**src/rtl/seq_calculator.sv**
```systemverilog
// Multi-cycle calculator: add/sub finish in one cycle; mul, divide, remainder and sqrt
// each take W cycles (one shift-add, restoring-subtract or root bit per cycle).
module seq_calculator #(
  parameter int W = 4
) (
  input  logic           clk,
  input  logic           rst,
  input  logic           start,
  input  logic [2:0]     op,
  input  logic [W-1:0]   a,
  input  logic [W-1:0]   b,
  output logic [2*W-1:0] result,
  output logic           busy,
  output logic           done,
  output logic           neg,
  output logic           err
);

  localparam int CW = $clog2(W + 1);
  localparam int RW = W + 1;

  localparam logic [1:0] S_IDLE = 2'd0;
  localparam logic [1:0] S_RUN  = 2'd1;
  localparam logic [1:0] S_FIN  = 2'd2;

  localparam logic [2:0] OP_ADD  = 3'd0;
  localparam logic [2:0] OP_SUB  = 3'd1;
  localparam logic [2:0] OP_QUO  = 3'd2;
  localparam logic [2:0] OP_MUL  = 3'd3;
  localparam logic [2:0] OP_REM  = 3'd4;
  localparam logic [2:0] OP_SQRT = 3'd5;

  logic [1:0]     state_r;
  logic [CW-1:0]  cnt_r;
  logic [2:0]     op_r;
  logic [W-1:0]   a_r;
  logic [W-1:0]   b_r;
  logic [2*W-1:0] acc_r;
  logic [2*W-1:0] sh_r;
  logic [W-1:0]   q_r;
  logic [W:0]     rem_r;
  logic [2*W-1:0] result_r;
  logic           busy_r;
  logic           done_r;
  logic           neg_r;
  logic           err_r;

  logic [2*W-1:0] acc_nx_s;
  logic [2*W-1:0] sh_nx_s;
  logic [W-1:0]   q_nx_s;
  logic [W:0]     rem_nx_s;
  logic [W:0]     div_trial_s;
  logic [W+2:0]   sq_trial_s;
  logic [W+2:0]   sq_test_s;
  logic [W:0]     add_s;
  logic [W:0]     sub_s;
  logic [CW-1:0]  cnt_load_s;
  logic [2*W-1:0] res_fin_s;
  logic           neg_fin_s;
  logic           err_fin_s;

  // Illegal opcode (11x) or a divide/remainder with a zero divisor.
  function automatic logic op_err(input logic [2:0] o, input logic [W-1:0] d);
    logic illegal;
    logic div0;
    illegal = o[2] & o[1];
    div0    = ((o == OP_QUO) || (o == OP_REM)) && (d == {W{1'b0}});
    return illegal | div0;
  endfunction

  assign div_trial_s = {rem_r[W-1:0], q_r[W-1]};
  assign sq_trial_s  = {rem_r, sh_r[2*W-1:2*W-2]};
  assign sq_test_s   = {1'b0, q_r, 2'b01};
  assign add_s       = {1'b0, a_r} + {1'b0, b_r};
  assign sub_s       = {1'b0, a_r} - {1'b0, b_r};
  assign cnt_load_s  = (op_err(op, b) || (op == OP_ADD) || (op == OP_SUB)) ? CW'(1) : CW'(W);

  // One iteration of the selected multi-cycle algorithm.
  always_comb begin
    acc_nx_s = acc_r;
    sh_nx_s  = sh_r;
    q_nx_s   = q_r;
    rem_nx_s = rem_r;
    case (op_r)
      OP_MUL: begin
        if (q_r[0]) begin
          acc_nx_s = acc_r + sh_r;
        end else begin
          acc_nx_s = acc_r;
        end
        sh_nx_s = {sh_r[2*W-2:0], 1'b0};
        q_nx_s  = {1'b0, q_r[W-1:1]};
      end
      OP_QUO, OP_REM: begin
        if (div_trial_s >= {1'b0, b_r}) begin
          rem_nx_s = div_trial_s - {1'b0, b_r};
          q_nx_s   = {q_r[W-2:0], 1'b1};
        end else begin
          rem_nx_s = div_trial_s;
          q_nx_s   = {q_r[W-2:0], 1'b0};
        end
      end
      OP_SQRT: begin
        // rem never exceeds 2*root, so W+1 bits hold it between steps
        if (sq_trial_s >= sq_test_s) begin
          rem_nx_s = RW'(sq_trial_s - sq_test_s);
          q_nx_s   = {q_r[W-2:0], 1'b1};
        end else begin
          rem_nx_s = sq_trial_s[W:0];
          q_nx_s   = {q_r[W-2:0], 1'b0};
        end
        sh_nx_s = {sh_r[2*W-3:0], 2'b00};
      end
      default: begin
        acc_nx_s = acc_r;
      end
    endcase
  end

  // Completion values, using the last iteration's outputs for the multi-cycle ops.
  always_comb begin
    res_fin_s = {(2*W){1'b0}};
    neg_fin_s = 1'b0;
    err_fin_s = 1'b0;
    if (op_err(op_r, b_r)) begin
      res_fin_s = {(2*W){1'b1}};
      err_fin_s = 1'b1;
    end else begin
      case (op_r)
        OP_ADD:  res_fin_s = {{(W-1){1'b0}}, add_s};
        OP_SUB: begin
          res_fin_s = {{(W-1){sub_s[W]}}, sub_s};
          neg_fin_s = sub_s[W];
        end
        OP_MUL:  res_fin_s = acc_nx_s;
        OP_QUO:  res_fin_s = {{W{1'b0}}, q_nx_s};
        OP_REM:  res_fin_s = {{W{1'b0}}, rem_nx_s[W-1:0]};
        OP_SQRT: res_fin_s = {{W{1'b0}}, q_nx_s};
        default: begin
          res_fin_s = {(2*W){1'b1}};
          err_fin_s = 1'b1;
        end
      endcase
    end
  end

  // Control FSM, operand capture, iteration state and registered outputs.
  always_ff @(posedge clk) begin
    if (rst) begin
      state_r  <= S_IDLE;
      cnt_r    <= {CW{1'b0}};
      op_r     <= 3'd0;
      a_r      <= {W{1'b0}};
      b_r      <= {W{1'b0}};
      acc_r    <= {(2*W){1'b0}};
      sh_r     <= {(2*W){1'b0}};
      q_r      <= {W{1'b0}};
      rem_r    <= {(W+1){1'b0}};
      result_r <= {(2*W){1'b0}};
      busy_r   <= 1'b0;
      done_r   <= 1'b0;
      neg_r    <= 1'b0;
      err_r    <= 1'b0;
    end else begin
      case (state_r)
        S_IDLE, S_FIN: begin
          if (start) begin
            state_r <= S_RUN;
            busy_r  <= 1'b1;
            done_r  <= 1'b0;
            cnt_r   <= cnt_load_s;
            op_r    <= op;
            a_r     <= a;
            b_r     <= b;
            acc_r   <= {(2*W){1'b0}};
            sh_r    <= (op == OP_MUL) ? {{W{1'b0}}, a} : {a, b};
            q_r     <= (op == OP_MUL) ? b : ((op == OP_SQRT) ? {W{1'b0}} : a);
            rem_r   <= {(W+1){1'b0}};
          end else begin
            state_r <= S_IDLE;
            busy_r  <= 1'b0;
            done_r  <= 1'b0;
          end
        end
        S_RUN: begin
          cnt_r <= cnt_r - CW'(1);
          acc_r <= acc_nx_s;
          sh_r  <= sh_nx_s;
          q_r   <= q_nx_s;
          rem_r <= rem_nx_s;
          if (cnt_r == CW'(1)) begin
            state_r  <= S_FIN;
            busy_r   <= 1'b0;
            done_r   <= 1'b1;
            result_r <= res_fin_s;
            neg_r    <= neg_fin_s;
            err_r    <= err_fin_s;
          end else begin
            state_r <= S_RUN;
          end
        end
        default: begin
          state_r <= S_IDLE;
          busy_r  <= 1'b0;
          done_r  <= 1'b0;
        end
      endcase
    end
  end

  assign result = result_r;
  assign busy   = busy_r;
  assign done   = done_r;
  assign neg    = neg_r;
  assign err    = err_r;

endmodule

```
**config.mk**
```make
export PLATFORM = sky130hd
export DESIGN_NAME = seq_calculator
export DESIGN_NICKNAME = d
export VERILOG_FILES = /design/src/rtl/seq_calculator.sv
export SDC_FILE = /design/constraint.sdc
export NUM_CORES = 1
export LEC_CHECK = 0
export ABC_AREA = 0
export BUFFER_PORTS_ARGS = -buffer_cell sky130_fd_sc_hd__buf_2
export CAP_MARGIN = 20
export CORE_ASPECT_RATIO = 1.5
export CORE_MARGIN = 3
export CORE_UTILIZATION = 30
export CTS_BUF_LIST = sky130_fd_sc_hd__clkbuf_16
export CTS_CLUSTER_DIAMETER = 30
export CTS_CLUSTER_SIZE = 24
export DETAILED_ROUTE_END_ITERATION = 12
export PLACE_DENSITY = 0.52
export SLEW_MARGIN = 20
export SYNTH_ARGS = -nofsm -noshare
export SYNTH_HDL_FRONTEND = slang
export SYNTH_SLANG_ARGS = --single-unit
```
**constraint.sdc**
```tcl
create_clock -name clk -period 2.1 [get_ports clk]
set_input_delay 0.105 -clock clk [delete_from_list [all_inputs] [get_ports clk]]
set_output_delay 0.105 -clock clk [all_outputs]
set_load 0.01 [all_outputs]
```
Yosys cells after proc, flatten, opt, wreduce, memory -nomap -nowiden:

Index checks and enable logic that the tools add are counted.

* $add $sub $neg: 6
* $lt $le $gt $ge: 2
* eq/ne operators: 17
* mux-type cells: 35
* bitwise logic cells: 5
* reduce and logical (&&, ||, !) cells: 22

Operators with widths (number)
* $mux W8: 6
* $pmux W8 S2: 3
* $pmux W8 S5: 1
* $pmux W5 S2: 2
* $mux W5: 3
* $eq A3 B2 Y1 const B: 4
* $eq A3 B3 Y1 const B: 4
* $mux W4: 3
* $pmux W4 S3: 1
* $eq A3 B1 Y1 const B: 3
* $mux W1: 9
* $add A8 B8 Y8: 1
* $logic_not A4 Y1: 2
* $pmux W4 S2: 1
* $reduce_or A2 Y1: 4
* $ge A7 B6 Y1: 1
* $logic_not A3 Y1: 2
* $mux W3: 2
* $ne A3 B3 Y1 const B: 2
* $pmux W3 S2: 1
* $reduce_and A2 Y1: 3
* $reduce_and A3 Y1: 2
* $reduce_or A6 Y1: 1
* $add A4 B4 Y5: 1
* other kinds (18): 25

* flip-flop bits (word level): 53

Longest topological paths before layout:

* depth after elaboration: 9
* depth in mapped cells: 10
* depth with buffers taken out: 10

Worst setup path after synthesis:

No wires, ideal clock.

* path kind: register to register
* start point: reg b_r[1]
* end point: reg rem_r[1]
* library setup time: 142 ps
* data arrival time: 1963 ps
* path slack: -5 ps
* stages on the path, launching flop included: 10
* clock period less this slack: 2105 ps
* path through: dfxtp_1 -> inv_1 -> ha_1 -> nand4_1 -> nand2_1 -> or2_1 -> buf_6 -> and3_1 -> o311ai_1 -> a222oi_1

* cells in the longest elaborated chain, start to end: 4

RTL lines
* start, declared: line 37 `logic [W-1:0] b_r;`
* start signal, assigned: line 154 `b_r <= {W{1'b0}};`
* $sub A5 B4 Y5 / $ge A5 B4 Y1 (equally long branches): line 96, 95
* $mux W5 *: line 95 `if (div_trial_s >= {1'b0, b_r}) begin`
* $pmux W5 S2 *: line 84 `case (op_r)`
* $pmux W5 S2 *: line 165 `case (state_r)`
* end signal, assigned: line 158 `rem_r <= {(W+1){1'b0}};`
* end signal, assigned: line 178 `rem_r <= {(W+1){1'b0}};`
* end signal, assigned: line 190 `rem_r <= rem_nx_s;`
* end, declared: line 41 `logic [W:0] rem_r;`

Mark *: on every way between the ends. The rest lies on a longest branch, timed or not.
A chain may end at the register's enable or synchronous reset.

Worst setup path in the final report:

* start point: reg acc_r[0]
* end point: reg result_r[1] (netlist: result[1])

* cells in the longest elaborated chain, start to end: 5

RTL lines
* start, declared: line 38 `logic [2*W-1:0] acc_r;`
* start signal, assigned: line 155 `acc_r <= {(2*W){1'b0}};`
* start signal, assigned: line 175 `acc_r <= {(2*W){1'b0}};`
* start signal, assigned: line 187 `acc_r <= acc_nx_s;`
* $add A8 B8 Y8: line 87 `acc_nx_s = acc_r + sh_r;`
* $mux W8: line 86 `if (q_r[0]) begin`
* $mux W8: line 84
* $pmux W8 S5: line 129 `case (op_r)`
* $mux W8: line 125 `if (op_err(op_r, b_r)) begin`
* end signal, assigned: line 159 `result_r <= {(2*W){1'b0}};`
* end signal, assigned: line 195 `result_r <= res_fin_s;`
* end, declared: line 42 `logic [2*W-1:0] result_r;`

No other way between the ends.

==> metrics.yaml <==
power_mw: 3.053
fillers: 1307
place.detailed.instances: 703
buffer_ports.inserted: 25
period_utilization: 0.9698
power.static_leakage_nw: 1.914
setup_viol_count_final: 0
drtPass1Iterations: 6
clock_tree_from_tritoncts: "built"
ant_nets: 0
syn-instance-count: 502
die-height_um: 144.7
cts_root_buf: "clkbuf_16"
cellPowerDensity_nw_per_um2: 626.1
worst_slack_placed_ns: -0.03788
fp.coreArea_um2: 12510
synth-edff-count: 0
hold_viol: 0
finalNetCount: 603
critPathTopFamily: "adder cells"
fin_ws_ns: 0.06346
fin_skew_ns: 0.004709
htree_levels: 2
cp-start-kind: "flip-flop"
ys_dominant_reg_cell: "dfxtp_1"
post_synth.cell_area_avg_um2: 7.662
final_global_route_overflow_total: 0
async_reset_ff_frac: 0
cp.buffers_inverters: 2
synth_cell_types: 67
utilization: 0.3898
crit_chain: "ha_4 -> inv_2 -> fa_2 -> a21oi_1 -> buf_4 -> mux2_2 -> a22oi_2 -> o21a_1 -> a211oi_1"
drv.max_cap_violation_count: 0
net_count_of_the_mapped_netlist: 547
cts_sinks: 53
final_cells: 715
viasPerCell: 5.378
cts_made_buffers: 5
cts.reportedPaths.clkPinSlew_ns: 0.08
ys_seq_area_frac: 0.2759
post_cts_hold_buffer_count: 0
grt_total_usage: 0.1759
syn_area_um2: 3846
route.detailed.wl_per_inst_um: 17.63
worstMarginPinSlew_ns: 0.5402
worst-setup-path-type: "reg2reg"
max_slew_margin: 0.6375
ff_latch_area_um2: 1075
final.hold.worst_slack_ns: 0.09135
number_of_inserted_diodes: 0
die_area_um2: 14240
fp-row-count: 50
synth.yosys.warnings: 0
layout-area-overhead-vs-synth_pct: 26.81
vias_in_the_first_global_route: 3863
ir_worst_vdd_mv: 0.3132
cp_data_required_time_ns: 2.28
status: "completed"
dpl.hpwl_mm: 9.855
dieWidth_um: 98.45
place_congestion: 0.8976
pin_count_of_the_biggest_net_entering_global_routing: 32
initial_core_utilization: 0.3074
clk-insertion-delay-late_ns: 0.30
setup.worst_path.end_class: "flip-flop"
drive_above_1_share: 0.2558
critPathSlowestCell: "fa_2"
final.min_clock_period_ns: 2.037
dpl_cell_area_um2: 4404
max_freq_mhz: 491.0
post-route-drc-count: 0
multi_input_comb_area_um2: 2790
slew_violations: 0
critPathMaxFanout: 2
fin_tns_setup_ns: 0
cts-root-to-sink-buffers: 2
wl_mm: 12.61
grt_first_pass_wirelength_mm: 19.92
pin_count: 26
grt_antenna_before_repair: 0
hold_path.class: "in2reg"
critPathArrivalTime_ns: 2.21
cpPeakStageDelay_ns: 0.56
synth-seq-cells: 53
first_iter_violations: 255
detailroute.via_count: 3845
final_non_filler_cell_area_um2: 4877
where the power goes:
group / internal, mW / switching, mW / leakage (nW)
clock network: 0.569 / 0.421 / 0.0834
registers: 1.06 / 0.0511 / 0.437
logic: 0.404 / 0.545 / 1.39
Yosys cell counts (2+ instances only):
| cell | count | area share |
|---|---|---|
| fa_1 | 4 | 0.021 |
| and3_1 | 3 | 0.0049 |
| dfxtp_1 | 53 | 0.28 |
| o21a_1 | 6 | 0.012 |
| buf_1 | 2 | 0.0020 |
| xnor2_1 | 7 | 0.016 |
| inv_1 | 27 | 0.026 |
| a31oi_1 | 10 | 0.016 |
| a222oi_1 | 2 | 0.0052 |
| xor2_1 | 6 | 0.014 |
| nor3_1 | 8 | 0.010 |
| o21bai_1 | 4 | 0.0078 |
| nor2b_1 | 9 | 0.015 |
| a32o_1 | 2 | 0.0052 |
| a311oi_1 | 5 | 0.011 |
| nand3_1 | 9 | 0.012 |
| o21ai_1 | 4 | 0.0052 |
| nand3b_1 | 2 | 0.0039 |
| a21oi_1 | 52 | 0.068 |
| mux2_2 | 2 | 0.0059 |
| buf_2 | 11 | 0.014 |
| o311ai_1 | 2 | 0.0046 |
| a221oi_1 | 3 | 0.0068 |
| clkbuf_1 | 15 | 0.015 |
| o211ai_1 | 4 | 0.0078 |
| o21ai_0 | 26 | 0.034 |
| nor2_1 | 48 | 0.047 |
| mux2i_1 | 14 | 0.036 |
| or4_1 | 3 | 0.0059 |
| a22o_1 | 5 | 0.011 |
| a22oi_1 | 3 | 0.0059 |
| nor2_2 | 3 | 0.0049 |
| nand2_1 | 58 | 0.057 |
| ha_1 | 27 | 0.088 |
| nand4_1 | 3 | 0.0049 |
| or3_1 | 4 | 0.0065 |
| a211oi_1 | 13 | 0.025 |
| a21o_1 | 6 | 0.012 |
| nand2b_1 | 9 | 0.015 |
worst reg2reg max path, delay by kind of cell, from the launching register on:
| family | cells | cell delay, ns |
|---|---|---|
| flops | 1 | 0.35 |
| compound gates | 4 | 0.41 |
| fa+ha+maj | 2 | 0.71 |
| mux | 1 | 0.26 |
| buf+inv | 2 | 0.18 |
layout by cell type, fill, tap and decap left out, drive strengths merged, types with 5 or more instances in the layout:
cell type	netlist	layout
a21o	6	6
a21oi	53	53
a22o	5	5
a31oi	10	10
xnor2	7	7
nand2b	9	9
nor2	51	51
nand3	9	9
clkbuf	15	5
nand2	58	58
inv	28	29
buf	15	79
ha	27	27
xor2	6	6
a311oi	5	5
a211oi	14	14
nor3	9	9
dfxtp	53	53
o21a	6	6
mux2i	14	14
o21ai	30	30
nor2b	9	9
cells by family after synthesis:
logic type / after synthesis / synth area share
buf+inv: 58 / 0.06311
flops: 53 / 0.2759
compound gates: 163 / 0.2749
mux: 16 / 0.04229
fa+ha+maj: 31 / 0.1087
simple gates: 168 / 0.2056
xor+xnor: 13 / 0.02960
path summary, 6_finish.rpt:
path                               from                     end  slack, ns  cells past startpoint
setup reg to reg  acc_r[0]$_SDFFE_PP0P_  result[1]$_SDFFE_PP0P_       0.06                      9
setup / recovery  acc_r[0]$_SDFFE_PP0P_  result[1]$_SDFFE_PP0P_       0.06                      9
hold reg to reg       done$_SDFFE_PP0P_       done$_SDFFE_PP0P_       0.44                      2
hold / removal                     b[3]     b_r[3]$_SDFFE_PP0P_       0.09                      3
flip-flops by register name (all words and copies together) (netlist names):
register,count
acc_r,8
result,8
sh_r,8
rem_r,5
a_r,4
b_r,4
q_r,4
cnt_r,3
op_r,3
state_r,2
busy,1
done,1
err,1
neg,1
routing by layer:
| layer | vias up | GRT usage | wire length (µm) | part of all wire |
|---|---|---|---|---|
| met5 | - | 0 | 0 | 0 |
| met4 | 0 | 0.09281 | 552 | 0.044 |
| met3 | 36 | 0.02254 | 495 | 0.039 |
| met2 | 115 | 0.3198 | 6564 | 0.52 |
| met1 | 1779 | 0.2001 | 4996 | 0.40 |
| li1 | 1915 | - | - | - |
layout make-up:
class	instances	share of cell area
timing repair buffer	79	0.1111
inverter	28	0.02155
multi-input combinational	391	0.5721
clock buffer	5	0.02565
clock inverter	3	0.009236
tap	156	0.04002
sequential	53	0.2204
repair_timing:
| item | CTS | global route |
|---|---|---|
| endpoints found under the setup margin | 5 | 15 |
| buffers inserted | 0 | 4 |
| pin swaps | 2 | 22 |
| gates resized for setup | 4 | 57 |
Power figures use the tool's default switching activity.
